**config.mk**
```make
export PLATFORM = sky130hd
export DESIGN_NAME = product_bcd_display_flat
export DESIGN_NICKNAME = d
export VERILOG_FILES = /design/src/rtl/product_bcd_display_if.sv /design/src/rtl/product_bcd_display.sv /design/src/flat_wrapper.sv
export SDC_FILE = /design/constraint.sdc
export NUM_CORES = 1
export LEC_CHECK = 0
export ABC_AREA = 0
export BUFFER_PORTS_ARGS = -buffer_cell sky130_fd_sc_hd__buf_2
export CAP_MARGIN = 15
export CORE_ASPECT_RATIO = 1.4
export CORE_MARGIN = 8
export CORE_UTILIZATION = 25
export CTS_BUF_LIST = sky130_fd_sc_hd__clkbuf_8
export DETAILED_ROUTE_END_ITERATION = 7
export PLACE_DENSITY = 0.51
export SYNTH_ARGS = -nofsm -noshare
export SYNTH_HDL_FRONTEND = slang
export SYNTH_SLANG_ARGS = --single-unit
```
**constraint.sdc**
```tcl
create_clock -name clk -period 3.4 [get_ports clk]
set_input_delay 0.34 -clock clk [delete_from_list [all_inputs] [get_ports clk]]
set_output_delay 0.34 -clock clk [all_outputs]
set_load 0.02 [all_outputs]
```
**src/rtl/product_bcd_display_if.sv**
```systemverilog
// Handshake bus between the 8x8 multiplier (master) and the product BCD display (slave).
// prod_valid is a level; a rising edge requests one conversion. bcd_valid pulses for one
// cycle when bcd_out takes a new value; busy is high while a conversion is in flight.
interface product_bcd_display_if;
    logic [15:0] product_in;
    logic        prod_valid;
    logic        busy;
    logic        bcd_valid;
    logic [19:0] bcd_out;
    logic [1:0]  state_dbg;

    modport master (
        output product_in,
        output prod_valid,
        input  busy,
        input  bcd_valid,
        input  bcd_out,
        input  state_dbg
    );

    modport slave (
        input  product_in,
        input  prod_valid,
        output busy,
        output bcd_valid,
        output bcd_out,
        output state_dbg
    );
endinterface

```
**src/rtl/product_bcd_display.sv**
```systemverilog
// Captures a 16-bit product, converts it to 5 BCD digits with a sequential double-dabble
// engine, and scans the held result onto a 5-digit seven-segment display. Optional macro: BLANK_LZ_EN.
module product_bcd_display #(
    parameter int WIDTH    = 16,
    parameter int SCAN_DIV = 4
) (
    input  logic                        clk,
    input  logic                        reset_a,
    product_bcd_display_if.slave        bus,
    output logic [4:0]                  digit_en,
    output logic                        seg_a,
    output logic                        seg_b,
    output logic                        seg_c,
    output logic                        seg_d,
    output logic                        seg_e,
    output logic                        seg_f,
    output logic                        seg_g
);

    localparam int DIGITS = 5;
    localparam int BCD_W  = 4 * DIGITS;
    localparam int SR_W   = WIDTH + BCD_W;
    localparam int CNT_W  = $clog2(WIDTH);
    localparam int SCAN_W = (SCAN_DIV > 1) ? $clog2(SCAN_DIV) : 1;

    typedef enum logic [1:0] {
        IDLE  = 2'd0,
        SHIFT = 2'd1
    } state_t;

    state_t             state;
    logic [SR_W-1:0]    sr;
    logic [SR_W-1:0]    sr_adj;
    logic [SR_W-1:0]    sr_next;
    logic [CNT_W-1:0]   count;
    logic               prev_valid;
    logic               start_evt;
    logic               busy_r;
    logic               bcd_valid_r;
    logic [BCD_W-1:0]   bcd_r;

    logic [SCAN_W-1:0]  scan_cnt;
    logic [2:0]         digit_idx;
    logic [3:0]         nib;
    logic               blank;
    logic [6:0]         seg_pat;
    logic [6:0]         segs;

    assign start_evt     = bus.prod_valid & ~prev_valid;
    assign bus.busy      = busy_r;
    assign bus.bcd_valid = bcd_valid_r;
    assign bus.bcd_out   = bcd_r;
    assign bus.state_dbg = state;

    // One double-dabble step: correct every BCD nibble >= 5, then shift the whole register.
    always_comb begin
        sr_adj = sr;
        for (int i = 0; i < DIGITS; i++) begin
            if (sr[WIDTH + 4*i +: 4] >= 4'd5) begin
                sr_adj[WIDTH + 4*i +: 4] = sr[WIDTH + 4*i +: 4] + 4'd3;
            end
        end
        sr_next = sr_adj << 1;
    end

    always_ff @(posedge clk) begin
        if (reset_a) begin
            state       <= IDLE;
            sr          <= '0;
            count       <= '0;
            prev_valid  <= 1'b0;
            busy_r      <= 1'b0;
            bcd_valid_r <= 1'b0;
            bcd_r       <= '0;
        end else begin
            prev_valid  <= bus.prod_valid;
            bcd_valid_r <= 1'b0;
            case (state)
                IDLE: begin
                    if (start_evt) begin
                        sr     <= {{BCD_W{1'b0}}, bus.product_in};
                        count  <= '0;
                        busy_r <= 1'b1;
                        state  <= SHIFT;
                    end
                end
                SHIFT: begin
                    // Requests arriving here are dropped; there is no queue.
                    sr    <= sr_next;
                    count <= count + 1'b1;
                    if (count == CNT_W'(WIDTH - 1)) begin
                        bcd_r       <= sr_next[SR_W-1:WIDTH];
                        bcd_valid_r <= 1'b1;
                        busy_r      <= 1'b0;
                        state       <= IDLE;
                    end
                end
                default: begin
                    state  <= IDLE;
                    busy_r <= 1'b0;
                end
            endcase
        end
    end

    // Free-running scan, independent of the conversion engine.
    always_ff @(posedge clk) begin
        if (reset_a) begin
            scan_cnt  <= '0;
            digit_idx <= 3'd0;
            digit_en  <= 5'b00001;
        end else if (scan_cnt == SCAN_W'(SCAN_DIV - 1)) begin
            scan_cnt  <= '0;
            digit_idx <= (digit_idx == 3'd4) ? 3'd0 : digit_idx + 3'd1;
            digit_en  <= {digit_en[3:0], digit_en[4]};
        end else begin
            scan_cnt <= scan_cnt + 1'b1;
        end
    end

    always_comb begin
        nib = 4'd0;
        case (digit_idx)
            3'd0:    nib = bcd_r[3:0];
            3'd1:    nib = bcd_r[7:4];
            3'd2:    nib = bcd_r[11:8];
            3'd3:    nib = bcd_r[15:12];
            3'd4:    nib = bcd_r[19:16];
            default: nib = 4'd0;
        endcase
    end

`ifdef BLANK_LZ_EN
    // A digit is blanked when it and every more significant digit are zero; ones never is.
    always_comb begin
        blank = 1'b0;
        case (digit_idx)
            3'd1:    blank = (bcd_r[19:4]  == 16'd0);
            3'd2:    blank = (bcd_r[19:8]  == 12'd0);
            3'd3:    blank = (bcd_r[19:12] == 8'd0);
            3'd4:    blank = (bcd_r[19:16] == 4'd0);
            default: blank = 1'b0;
        endcase
    end
`else
    assign blank = 1'b0;
`endif

    always_comb begin
        seg_pat = 7'b0000000;
        case (nib)
            4'd0:    seg_pat = 7'b1111110;
            4'd1:    seg_pat = 7'b0110000;
            4'd2:    seg_pat = 7'b1101101;
            4'd3:    seg_pat = 7'b1111001;
            4'd4:    seg_pat = 7'b0110011;
            4'd5:    seg_pat = 7'b1011011;
            4'd6:    seg_pat = 7'b1011111;
            4'd7:    seg_pat = 7'b1110000;
            4'd8:    seg_pat = 7'b1111111;
            4'd9:    seg_pat = 7'b1111011;
            default: seg_pat = 7'b0000000;
        endcase
    end

    assign segs = blank ? 7'b0000000 : seg_pat;
    assign {seg_a, seg_b, seg_c, seg_d, seg_e, seg_f, seg_g} = segs;

endmodule

```
**src/flat_wrapper.sv**
```systemverilog
// flat-port wrapper written by rule: the top's interface ports become plain ports
module product_bcd_display_flat 
#(
    parameter int WIDTH    = 16,
    parameter int SCAN_DIV = 4
)
  (clk, reset_a, digit_en, seg_a, seg_b, seg_c, seg_d, seg_e, seg_f, seg_g, bus_product_in, bus_prod_valid, bus_busy, bus_bcd_valid, bus_bcd_out, bus_state_dbg);
  product_bcd_display_if bus_i ();
  input  logic clk;
  input  logic reset_a;
  output logic [4:0] digit_en;
  output logic seg_a;
  output logic seg_b;
  output logic seg_c;
  output logic seg_d;
  output logic seg_e;
  output logic seg_f;
  output logic seg_g;
  input wire logic [$bits(bus_i.product_in)-1:0] bus_product_in;
  input wire logic [$bits(bus_i.prod_valid)-1:0] bus_prod_valid;
  output wire logic [$bits(bus_i.busy)-1:0] bus_busy;
  output wire logic [$bits(bus_i.bcd_valid)-1:0] bus_bcd_valid;
  output wire logic [$bits(bus_i.bcd_out)-1:0] bus_bcd_out;
  output wire logic [$bits(bus_i.state_dbg)-1:0] bus_state_dbg;
  assign bus_i.product_in = bus_product_in;
  assign bus_i.prod_valid = bus_prod_valid;
  assign bus_busy = bus_i.busy;
  assign bus_bcd_valid = bus_i.bcd_valid;
  assign bus_bcd_out = bus_i.bcd_out;
  assign bus_state_dbg = bus_i.state_dbg;
  product_bcd_display #(.WIDTH(WIDTH), .SCAN_DIV(SCAN_DIV)) u_core (.clk(clk), .reset_a(reset_a), .bus(bus_i), .digit_en(digit_en), .seg_a(seg_a), .seg_b(seg_b), .seg_c(seg_c), .seg_d(seg_d), .seg_e(seg_e), .seg_f(seg_f), .seg_g(seg_g));
endmodule
```
==> results of run 1 <==
==> what timing repair did <==
action,in CTS,in global routing
buffers inserted,0,3
setup endpoints to repair,1,2
gates resized for setup,1,0
==> worst paths after layout <==
path | slack [ns] | end | start
setup reg to reg | 1.28 | u_core.bus.bcd_out[7]$_SDFFE_PP0P_ | u_core.bus.busy$_SDFFE_PP0P_
hold reg to reg | 0.44 | u_core.scan_cnt[0]$_SDFF_PP0_ | u_core.scan_cnt[0]$_SDFF_PP0_
hold / removal | 0.23 | u_core.prev_valid$_SDFF_PP0_ | bus_prod_valid
setup / recovery | 0.20 | seg_d | u_core.digit_idx[0]$_SDFFE_PP0P_
==> power groups by stage <==
stage | registers (mW) | logic, mW | clock network [mW]
after global routing | 0.900 | 0.143 | 0.793
after CTS | 0.896 | 0.129 | 0.755
after floorplan | 0.908 | 0.102 | 0
after global placement | 0.914 | 0.126 | 0
final | 0.895 | 0.126 | 0.712
after detailed placement | 0.916 | 0.129 | 0
==> sequential cells by signal, indices dropped and copies added, names as in the netlist <==
register              count
u_core.digit_en           5
u_core.digit_idx          3
u_core.prev_valid         1
u_core.count              4
u_core.bus.bcd_valid      1
u_core.bus.bcd_out       20
u_core.sr                36
u_core.scan_cnt           2
u_core.bus.busy           1
==> Yosys cell counts <==
master     n  area [um2]
a32oi_1    2        17.5
and2b_1    1        7.51
o22ai_1    1        6.26
mux2i_1   29         290
dfxtp_1   73        1460
conb_1     1        3.75
a222oi_1   4        40.0
nor2b_1    4        25.0
a311oi_1   3        26.3
ha_1      23         288
nor2_1    88         330
o21ai_2    2        17.5
a21oi_1   57         285
clkbuf_1  18        67.6
xor2_1     1        8.76
nor3_1     3        15.0
nand4_1    1        6.26
o21ai_0   14        70.1
o21ai_1    2        10.0
and4_1     1        8.76
mux2_2     8        90.1
a21oi_2    1        8.76
a211oi_1   6        45.0
nand3_1    6        30.0
nand2_1   51         191
a211o_1    1        8.76
xnor2_1    6        52.6
inv_1     16        60.1
buf_1      4        15.0
nand2_2    1        6.26
buf_2      4        20.0
nand2b_1   6        37.5
buf_4      2        15.0
nor3b_1   10        75.1
buf_6      1        11.3
mux2_4     1        15.0
==> metal layers <==
metal / vias to the layer above / share of wire (%) / GRT usage [%]
met5: - / 0 / 0
met4: 0 / 1.7 / 4.27
met3: 11 / 4.8 / 2.80
met2: 63 / 50 / 15.9
met1: 1440 / 44 / 10.2
li1: 1599 / - / -
==> through the flow <==
stage          worst slack, ns  instance area [um2]  utilization, %  hold WS [ns]  total power [mW]
6_report                 0.198                 4300            29.9         0.231              1.73
5_1_grt                 0.0529                 4300            29.9         0.218              1.84
4_1_cts                  0.143                 4280            29.8         0.213              1.78
3_5_place_dp             0.380                 4070            28.3         0.424              1.05
3_3_place_gp             0.538                 4070            28.3         0.413              1.04
2_1_floorplan            0.505                 3670               -         0.404              1.01
==> kinds of logic (layout without fill, tap and decap cells) <==
| family | after synthesis | in the layout | synth area share (%) |
|---|---|---|---|
| DFF | 73 | 73 | 39.8 |
| adders and majority gates | 23 | 23 | 7.85 |
| other | 1 | 1 | 0.102 |
| AOI/OAI and AO/OA | 93 | 93 | 14.6 |
| and+or+nand+nor | 172 | 172 | 20.0 |
| buffers and inverters | 45 | 92 | 5.15 |
| muxes | 38 | 38 | 10.8 |
| xor gates and xnor gates | 7 | 7 | 1.67 |
==> layout make-up <==
| class | count | area [um2] | area share [%] |
|---|---|---|---|
| Tap cell | 189 | 236 | 5.49 |
| Multi-Input combinational cell | 334 | 2020 | 47.0 |
| Sequential cell | 73 | 1460 | 34.0 |
| Clock inverter | 6 | 66.3 | 1.54 |
| Clock buffer | 10 | 138 | 3.20 |
| Inverter | 16 | 60.1 | 1.40 |
| Timing Repair Buffer | 60 | 318 | 7.38 |
==> worst max-delay path, cell delays in order (launching register included) <==
cell      delay, ns
dfxtp_1        0.41
inv_1          0.09
ha_1           0.32
a222oi_1       0.38
o21ai_0        0.14
a21oi_2        0.25
buf_4          0.17
ha_1           0.21
nor2b_1        0.16
nor2_1         0.06
o21ai_0        0.14
buf_2          0.19
==> results.json, run 1 <==
{
  "run_status": "finished clean",
  "cts_sinks": 73,
  "gr-usage-all-layers_pct": 9.26,
  "clock_latency_ns": 0.35,
  "fp.dieArea_um2": 18900,
  "grt_max_degree": 43,
  "worst_setup_path_end_kind": "primary output",
  "setup_tns_ns": 0,
  "worstPathArrival_ns": 2.86,
  "fmax_mhz": 312,
  "seqPwrFrac_pct": 51.7,
  "port_buffers": 53,
  "grt_antenna_before_repair": 0,
  "hold_class": "in -> reg",
  "hpwl_um": 6220,
  "final_cell_mix": "nor2_1 (88), dfxtp_1 (72), a21oi_1 (56)",
  "hold_buffers": 0,
  "start_util_pct": 25.5,
  "ys_types": 36,
  "vdd_drop_max_v": 0.000151,
  "core-area_um2": 14400,
  "rr_worst_depth": 3,
  "drive_above_1_share_pct": 18.4,
  "finalSetupViolations": 0,
  "cts_tree": "done",
  "cap_violations": 0,
  "syn2layout_area_growth_pct": 17.4,
  "grt_pass1_vias": 3013,
  "gp_congestion": 0.863,
  "finalWirelength_um": 8660,
  "start_kind": "flip-flop",
  "intPower_mw": 1.29,
  "power_per_cell_area_nw_per_um2": 403,
  "syn-cell-area_um2": 3670,
  "period_needed_ns": 3.20,
  "synth_cells": 452,
  "fin_worst_skew_ns": 0.00806,
  "path_max_fanout": 10,
  "wl_per_cell_um": 12.6,
  "worst_slew_margin_rel_pct": 33.8,
  "grt_pass1_wl_um": 14500,
  "root_buffer": "clkbuf_8",
  "comb_power_share_pct": 7.3,
  "htreeDepth": 3,
  "p_leak_nw": 1.74,
  "p_clk_share_pct": 41.1,
  "vias": 3113,
  "finalNetCount": 536,
  "path_clk_slew_ns": 0.08,
  "drtAntennaViolNets": 0,
  "cts_inserted_buffers": 9,
  "min_path_cells": 2,
  "diodes": 0,
  "finalNonFillerCells": 688,
  "die_height_um": 159,
  "synth_fp_nets": 494,
  "rsz0062_at_grt": "false",
  "final_common_cell": "nor2_1",
  "gr-total-overflow": 0,
  "fillers": 1550,
  "switchingPower_mw": 0.447,
  "synth-seq-cells": 73,
  "worstPathRequired_ns": 3.06,
  "via_per_inst": 4.52,
  "crit_type": "reg -> out",
  "first_iter_violations": 127,
  "synth_seq_area_share_pct": 39.8,
  "worstMarginPinSlew_ns": 0.993,
  "io_pins": 55,
  "place_inst": 669,
  "cts_max_path_buffers": 2,
  "die_w_um": 118,
  "switching_share_pct": 25.8,
  "row_count": 52,
  "hold_violations": 0,
  "syn_area_per_cell_um2": 8.11,
  "fin_crit_sh_pct": 94.2,
  "drtPass1Iterations": 4,
  "yosys_warnings": 0,
  "drc_errors": 0,
  "drv_slew": 0
}
(Power assumes the default switching activity.)
==> inputs of run 2 (changes only) <==
- BUFFER_PORTS_ARGS: -buffer_cell sky130_fd_sc_hd__buf_2 -> -buffer_cell sky130_fd_sc_hd__clkbuf_2
- CAP_MARGIN: 15 -> 40
- SLEW_MARGIN: not set -> 30
==> results.json, run 2 (synthesis results as in run 1) <==
{
  "run_status": "finished clean",
  "rr_worst_depth": 4,
  "port_buffers": 53,
  "syn2layout_area_growth_pct": 18.0,
  "final_common_cell": "nor2_1",
  "p_leak_nw": 1.76,
  "crit_type": "reg -> out",
  "r2r_end": "u_core.bus.bcd_out[11]$_SDFFE_PP0P_",
  "die_height_um": 159,
  "regArea_um2": 1460,
  "path_clk_slew_ns": 0.09,
  "grt_pass1_wl_um": 14600,
  "first_iter_violations": 149,
  "finalNetCount": 537,
  "reg2reg_from": "u_core.bus.busy$_SDFFE_PP0P_",
  "worst_slew_margin_rel_pct": 57.9,
  "diodes": 0,
  "grt_max_degree": 52,
  "fillers": 1546,
  "vias": 3140,
  "cts_max_path_buffers": 2,
  "htreeDepth": 3,
  "hold_path_startpoint": "bus_prod_valid",
  "cts_inserted_buffers": 9,
  "total_power_mw": 1.73,
  "hold_violations": 0,
  "hold_ws_ns": 0.243,
  "gr-usage-all-layers_pct": 9.38,
  "drc_errors": 0,
  "crit_chain": "inv_1, ha_1, a222oi_1, o21ai_0, a21oi_2, inv_1, ha_1, mux2_2, o21ai_2, clkbuf_2",
  "drtPass1Iterations": 4,
  "fmax_mhz": 311,
  "fin_crit_sh_pct": 94.6,
  "core-area_um2": 14400,
  "worstPathRequired_ns": 3.06,
  "regMostFlops": "u_core.sr",
  "drtAntennaViolNets": 0,
  "min_to": "u_core.prev_valid$_SDFF_PP0_",
  "vdd_drop_max_v": 0.000165,
  "finalSetupViolations": 0,
  "grt_pass1_vias": 3068,
  "drive_above_1_share_pct": 18.4,
  "setup_slack_ns": 0.183,
  "min_path_cells": 2,
  "gp_congestion": 0.821,
  "period_needed_ns": 3.22,
  "gr-total-overflow": 0,
  "io_pins": 55,
  "root_buffer": "clkbuf_8",
  "pre_cts_ws_ns": 0.554,
  "fin_worst_skew_ns": 0.0151,
  "largest_reg_flops": 36,
  "final_cell_mix": "nor2_1 (88), dfxtp_1 (72), a21oi_1 (57)",
  "hpwl_um": 6300,
  "drv_slew": 0,
  "cts_tree": "done",
  "grt_antenna_before_repair": 0,
  "hold_class": "in -> reg",
  "worst_setup_path_end_kind": "primary output",
  "finalWirelength_um": 8730,
  "r2r_slack_ns": 1.56,
  "path_max_fanout": 10,
  "row_count": 52,
  "worstMarginPinSlew_ns": 0.632,
  "cts_sinks": 73,
  "via_per_inst": 4.56,
  "clock_latency_ns": 0.35,
  "worstPathArrival_ns": 2.88,
  "power_per_cell_area_nw_per_um2": 400,
  "wl_per_cell_um": 12.7,
  "start_util_pct": 25.5,
  "cap_violations": 0,
  "multi_input_area_um2": 2020,
  "cpPeakStageDelay_ns": 0.40,
  "cp_slowest_cell": "dfxtp_1",
  "die_w_um": 118,
  "fp.dieArea_um2": 18900,
  "start_kind": "flip-flop"
}
## run 2: changes by cell type in the layout (fill, tap and decap cells not counted), moves of 2 or more
cell / before / now
clkbuf_2: 0 / 53
clkinvlp_4: 3 / 0
clkinv_2: 1 / 3
buf_2: 53 / 0
## run 2: how the worst max path moves through the flow
stage	startpoint	end
global placement	u_core.digit_idx[0]$_SDFFE_PP0P_	seg_g
floorplan	u_core.digit_idx[0]$_SDFFE_PP0P_	seg_d
global route	u_core.digit_idx[0]$_SDFFE_PP0P_	seg_g
detailed placement	u_core.digit_idx[0]$_SDFFE_PP0P_	seg_g
CTS	u_core.digit_idx[0]$_SDFFE_PP0P_	seg_g
finish	u_core.digit_idx[0]$_SDFFE_PP0P_	seg_g
## run 2: critical path: cells and delay by family (launching register included)
family | cells | cell delay (ns)
DFF | 1 | 0.40
adders and majority gates | 2 | 0.54
muxes | 1 | 0.28
buffers and inverters | 3 | 0.42
AOI/OAI and AO/OA | 4 | 0.88
## run 2: where the power goes
part	total, mW	internal (mW)	switching (mW)
Combinational	0.129	0.0513	0.0780
Clock	0.709	0.377	0.332
Sequential	0.894	0.876	0.0180
## run 2: metrics by stage
step	utilization (%)	instance area (um2)	TNS [ns]	instances
floorplan	-	3670	0	452
global placement	28.3	4070	0	668
detailed placement	28.5	4100	0	670
CTS	30.0	4310	0	686
global route	30.1	4330	-0.00537	689
finish	30.1	4330	0	689
## run 2: what timing repair did
item                                    in CTS  in global routing
setup buffers                                0                  3
endpoints found under the setup margin       0                  2
hold buffers                                 0                  0
resized for setup                            0                  0
## run 2: final cells by class
class / count / share of cell area (%)
inverter: 16 / 1.39
clock buffer: 11 / 3.50
sequential: 73 / 33.8
multi-input combinational: 334 / 46.6
clock inverter: 5 / 1.24
tap: 189 / 5.46
timing repair buffer: 61 / 7.98
## run 2: per-layer routing
layer | GRT usage, % | vias up | part of all wire (%)
li1 | - | 1612 | -
met1 | 10.5 | 1452 | 45
met2 | 16.0 | 70 | 48
met3 | 2.95 | 6 | 4.9
met4 | 4.09 | 0 | 1.6
met5 | 0 | - | 0
